--- src/rtl/irq_pkg.sv ---
// ============================================================================
// irq_pkg: register offsets, FSM encoding and sizing shared by irq_controller
// Revision: 1.0
// ============================================================================
`default_nettype none

package irq_pkg;

  localparam int IRQ_MAX_SRC = 16;
  localparam int IRQ_ID_W    = 4;

  localparam logic [7:0] IRQ_PEND_OFS = 8'h00;
  localparam logic [7:0] IRQ_MASK_OFS = 8'h04;
  localparam logic [7:0] IRQ_STAT_OFS = 8'h08;
  localparam logic [7:0] IRQ_VEC_OFS  = 8'h10;

  typedef enum logic [1:0] {
    IRQ_ST_IDLE    = 2'd0,
    IRQ_ST_SERVICE = 2'd1,
    IRQ_ST_RELEASE = 2'd2
  } irq_state_e;

endpackage

`default_nettype wire

--- src/rtl/irq_prio_enc.sv ---
// ============================================================================
// irq_prio_enc: combinational priority encoder, lowest set index wins
// Revision: 1.0
// ============================================================================
`default_nettype none

module irq_prio_enc
  import irq_pkg::*;
#(
  parameter int NUM_SRC = 4
) (
  input  logic [NUM_SRC-1:0]  req,
  output logic [IRQ_ID_W-1:0] id,
  output logic                valid
);

  // Scan from the top down so the last match left standing is the lowest index.
  always_comb begin
    id    = '0;
    valid = |req;
    for (int i = NUM_SRC - 1; i >= 0; i--) begin
      if (req[i]) begin
        id = IRQ_ID_W'(i);
      end
    end
  end

endmodule

`default_nettype wire

--- src/rtl/irq_controller.sv ---
// ============================================================================
// irq_controller: memory-mapped, non-preemptive priority interrupt controller
// Revision: 1.0
// ============================================================================
`default_nettype none

module irq_controller
  import irq_pkg::*;
#(
  parameter int          NUM_SRC = 4,
  parameter logic [31:0] BASE    = 32'h0000_0900
) (
  input  logic               clk,
  input  logic               rst,
  input  logic [NUM_SRC-1:0] src_irq,
  input  logic               we,
  input  logic [31:0]        addr,
  input  logic [31:0]        wd,
  output logic [31:0]        rd,
  output logic               hit,
  output logic               irq,
  output logic [31:0]        irq_addr,
  input  logic               irq_ack
);

  irq_state_e          state_q, state_d;
  logic [NUM_SRC-1:0]  pend_q, pend_d;
  logic [NUM_SRC-1:0]  mask_q, mask_d;
  logic [NUM_SRC-1:0]  src_d_q;
  logic [31:0]         vec_q [NUM_SRC];
  logic [31:0]         vec_d [NUM_SRC];
  logic [IRQ_ID_W-1:0] active_id_q, active_id_d;
  logic                irq_q, irq_d;
  logic [31:0]         irq_addr_q, irq_addr_d;

  logic [NUM_SRC-1:0]  src_rise;
  logic [NUM_SRC-1:0]  w1c_clr;
  logic [NUM_SRC-1:0]  svc_clr;
  logic [IRQ_ID_W-1:0] win_id;
  logic                win_valid;
  logic [31:0]         win_vec;
  logic [7:0]          ofs;
  logic                unused_addr_lsb;

  assign hit             = (addr[31:8] == BASE[31:8]);
  assign ofs             = {addr[7:2], 2'b00};
  assign src_rise        = src_irq & ~src_d_q;
  assign unused_addr_lsb = ^addr[1:0];
  assign irq             = irq_q;
  assign irq_addr        = irq_addr_q;

  irq_prio_enc #(
    .NUM_SRC (NUM_SRC)
  ) u_prio_enc (
    .req   (pend_q & mask_q),
    .id    (win_id),
    .valid (win_valid)
  );

  always_comb begin
    win_vec = '0;
    for (int i = 0; i < NUM_SRC; i++) begin
      if (win_id == IRQ_ID_W'(i)) begin
        win_vec = vec_q[i];
      end
    end
  end

  always_comb begin
    state_d     = state_q;
    mask_d      = mask_q;
    vec_d       = vec_q;
    active_id_d = active_id_q;
    irq_d       = irq_q;
    irq_addr_d  = irq_addr_q;
    w1c_clr     = '0;
    svc_clr     = '0;

    if (we && hit) begin
      case (ofs)
        IRQ_PEND_OFS: w1c_clr = wd[NUM_SRC-1:0];
        IRQ_MASK_OFS: mask_d  = wd[NUM_SRC-1:0];
        default: begin
          for (int i = 0; i < NUM_SRC; i++) begin
            if (ofs == IRQ_VEC_OFS + 8'(4 * i)) begin
              vec_d[i] = wd;
            end
          end
        end
      endcase
    end

    case (state_q)
      IRQ_ST_IDLE: begin
        if (win_valid) begin
          active_id_d = win_id;
          irq_addr_d  = win_vec;
          irq_d       = 1'b1;
          state_d     = IRQ_ST_SERVICE;
        end
      end
      IRQ_ST_SERVICE: begin
        if (irq_ack) begin
          for (int i = 0; i < NUM_SRC; i++) begin
            if (active_id_q == IRQ_ID_W'(i)) begin
              svc_clr[i] = 1'b1;
            end
          end
          irq_d   = 1'b0;
          state_d = IRQ_ST_RELEASE;
        end
      end
      IRQ_ST_RELEASE: begin
        // STATUS reads all-zero once the controller is idle again.
        active_id_d = '0;
        state_d     = IRQ_ST_IDLE;
      end
      default: begin
        irq_d   = 1'b0;
        state_d = IRQ_ST_IDLE;
      end
    endcase

    // A fresh edge beats any clear landing on the same bit.
    pend_d = (pend_q & ~w1c_clr & ~svc_clr) | src_rise;
  end

  always_ff @(posedge clk) begin
    if (!rst) begin
      state_q     <= IRQ_ST_IDLE;
      pend_q      <= '0;
      mask_q      <= '0;
      src_d_q     <= '0;
      active_id_q <= '0;
      irq_q       <= 1'b0;
      irq_addr_q  <= '0;
      for (int i = 0; i < NUM_SRC; i++) begin
        vec_q[i] <= '0;
      end
    end else begin
      state_q     <= state_d;
      pend_q      <= pend_d;
      mask_q      <= mask_d;
      src_d_q     <= src_irq;
      active_id_q <= active_id_d;
      irq_q       <= irq_d;
      irq_addr_q  <= irq_addr_d;
      vec_q       <= vec_d;
    end
  end

  always_comb begin
    rd = '0;
    if (hit) begin
      case (ofs)
        IRQ_PEND_OFS: rd = 32'(pend_q);
        IRQ_MASK_OFS: rd = 32'(mask_q);
        IRQ_STAT_OFS: rd = {(state_q != IRQ_ST_IDLE), 27'b0, active_id_q};
        default: begin
          for (int i = 0; i < NUM_SRC; i++) begin
            if (ofs == IRQ_VEC_OFS + 8'(4 * i)) begin
              rd = vec_q[i];
            end
          end
        end
      endcase
    end
  end

endmodule

`default_nettype wire
--- config.mk ---
export PLATFORM = sky130hd
export DESIGN_NAME = irq_controller
export DESIGN_NICKNAME = d
export VERILOG_FILES = /design/src/rtl/irq_pkg.sv /design/src/rtl/irq_prio_enc.sv /design/src/rtl/irq_controller.sv
export SDC_FILE = /design/constraint.sdc
export NUM_CORES = 1
export LEC_CHECK = 0
export BUFFER_PORTS_ARGS = -buffer_cell sky130_fd_sc_hd__buf_2
export CORE_MARGIN = 2
export CORE_UTILIZATION = 57
export CTS_CLUSTER_SIZE = 16
export DETAILED_ROUTE_END_ITERATION = 7
export PLACE_DENSITY_LB_ADDON = 0.15
export SETUP_SLACK_MARGIN = 0.3
export SLEW_MARGIN = 20
export SYNTH_ARGS = -nofsm -noshare
export SYNTH_HDL_FRONTEND = slang
export SYNTH_SLANG_ARGS = --single-unit
--- constraint.sdc ---
create_clock -name clk -period 2.95 [get_ports clk]
set_clock_uncertainty 0.05 [all_clocks]
set_input_delay 0.59 -clock clk [delete_from_list [all_inputs] [get_ports clk]]
set_output_delay 0.59 -clock clk [all_outputs]
set_load 0.03 [all_outputs]
==> flow_summary.json <==
{
  "clk_pin_slew_ps": 60,
  "cp_max_fo": 5,
  "drcViolationCount": 0,
  "slew_viol_final": 0,
  "synth_warnings": 0,
  "clockBufferDepth": 2,
  "fill_cells": 1226,
  "start_util_pct": 57.72,
  "cts_sinks": 177,
  "die_h_um": 127.4,
  "nets": 1120,
  "antenna_found_initial": 0,
  "synth_area_um2": 8677,
  "final-hold-violation-count": 0,
  "end_kind": "output port",
  "ys_ff_latch": 177,
  "vias": 7921,
  "powerDensity_nw_per_um2": 478.2,
  "whs_path_depth": 3,
  "root_buffer": "clkbuf_16",
  "core_um2": 15030,
  "p_leak_uw": 0.004459,
  "tightest_slew_ps": 675.7,
  "drive_gt1_share_pct": 24.93,
  "setup-tns-final_ps": 0,
  "seqCellArea_um2": 3543,
  "ctsHoldBuffers": 0,
  "finalCritPeriodShare_pct": 91.88,
  "rsz0062_at_grt": "true",
  "synthTopCellsByCount": "177 x dfxtp_1, 174 x nand2_1, 159 x mux2i_1",
  "htree_levels": 4,
  "drt_first_pass_iters": 6,
  "yosysUniqueCellTypes": 48,
  "synth_flop_cell": "dfxtp_1",
  "syn2layout_area_growth_pct": 21.82,
  "grt_pass1_wl_um": 39810,
  "dp_hpwl_um": 15480,
  "status": "completed",
  "met2_length_um": 11920,
  "peakVddDrop_v": 0.0005773,
  "postSynthCellCount": 943,
  "avgSynthCellArea_um2": 9.202,
  "ios": 138,
  "clkLatencyLatePin_ps": 420,
  "multi_input_area_um2": 4969,
  "routed_wl_um": 25040,
  "hp-class": "in2reg",
  "ant_nets": 0,
  "top_layer": "met4",
  "place_congestion": 0.8576,
  "reg2reg_depth": 5,
  "cp.arrival_ps": 2070,
  "fin_cells": 1247,
  "synthArstFlopShare_pct": 0,
  "dp_cells": 1215,
  "grt_max_degree": 90,
  "post-synth-top-count-cell": "dfxtp_1",
  "grtUsageTotal_pct": 30.67,
  "yosysSeqAreaShare_pct": 40.84,
  "synthTopCellsByArea": "dfxtp_1 41%, mux2i_1 18%, nand2_1 7.5%",
  "numCtsBuffers": 17,
  "drt-met1-wl_um": 11010,
  "syn_nets": 1015,
  "startpoint_type": "primary input",
  "cts_tree": "built",
  "wl_met3_um": 1733,
  "min_period_ps": 2711,
  "path_class": "in2out",
  "slew_headroom_pct": 54.96,
  "vias_per_cell": 6.352,
  "required_ps": 2310,
  "die_w_um": 127.4,
  "first_global_vias": 7403,
  "wire_per_inst_um": 20.08,
  "dieArea_um2": 16230,
  "finalSetupViolCount": 0,
  "yosysTopAreaCell": "dfxtp_1",
  "yosys.area.top_type_share_pct": 40.84,
  "max_clock_freq_mhz": 368.9,
  "io_buffer_count": 135,
  "drt-initial-drc-count": 832,
  "maxCapViolCount": 0,
  "synth_edf_count": 0,
  "diodes": 0,
  "placementRows": 45,
  "overflow": 0
}
==> critical path, stage by stage <==
cell      delay [ps]
buf_2            120
or4_4            570
nor2_4           110
buf_6            110
a21oi_1           50
a311oi_2         300
buf_4            220
==> cells in the final DEF, fill, tap and decap left out, types with 4 or more instances in the layout <==
master,count
dfxtp_1,177
clkbuf_16,17
a22oi_1,25
o31ai_1,33
nor2_1,13
clkbuf_4,21
nand3_1,32
buf_6,4
mux4_2,5
clkinv_2,4
a222oi_1,32
o32a_1,4
mux2i_1,159
bufinv_16,4
nand2_1,173
inv_1,8
buf_2,102
o21ai_0,11
nand2b_1,34
nor2_4,22
buf_12,6
a21oi_1,7
o2bb2ai_1,27
buf_4,47
a311oi_1,32
==> final timing paths <==
| kind | slack [ps] | to | startpoint |
|---|---|---|---|
| worst max-delay path | 240 | rd[2] | addr[4] |
| worst min-delay path | 320 | src_d_q[3] | src_irq[3] |
| worst max register to register | 900 | irq_addr[27] | pend_q[2] |
| worst min register to register | 420 | irq_addr[30] | irq_addr[30] |
==> layer usage <==
metal / global-route usage [%] / vias to the layer above
li1: - / 3690
met2: 50.58 / 326
met5: 0 / -
met3: 5.905 / 38
met1: 41.39 / 3867
met4: 8.274 / 0
==> stage by stage <==
stage	total power [µW]	cell area [µm²]	setup WS [ps]	util, %	hold WS [ps]
floorplan	2617	8884	216.3	-	389.4
global placement	2750	9793	150.6	65.14	400.6
detailed placement	2752	9793	144.9	65.14	406.3
CTS	5078	10430	200.5	69.38	307.3
global route	5196	10570	195.6	70.31	341.7
finish	5055	10570	239.4	70.31	317.0
==> repair_timing <==
item,in CTS,in global routing
gates resized for setup,11,41
cloned,0,0
pin swaps,1,5
setup buffers,0,2
setup endpoints to repair,32,32
==> power by group <==
part	switching, µW	leakage, µW	internal, µW
registers	7.69	0.00143	2400
logic	203	0.00274	99.8
clock network	918	0.000294	1430
total	1130	0.00446	3930
==> flip-flops by register name (all words and copies together) (netlist names) <==
name,cells
vec_q,128
src_d_q,4
pend_q,4
mask_q,4
active_id_q,2
state_q,2
irq,1
irq_addr,32
==> logic make-up after synthesis <==
group | share of synthesized area, %
and+or+nand+nor | 16.41
AOI/OAI and AO/OA | 17.89
DFF | 40.84
muxes | 19.90
buffers and inverters | 4.960
==> cell type report <==
type | instances | area share (%)
sequential | 177 | 33.52
timing repair buffer | 180 | 11.22
clock inverter | 11 | 1.551
tap | 188 | 2.225
multi-input combinational | 664 | 47.01
clock buffer | 19 | 4.190
inverter | 8 | 0.2841
(Power assumes the default switching activity.)
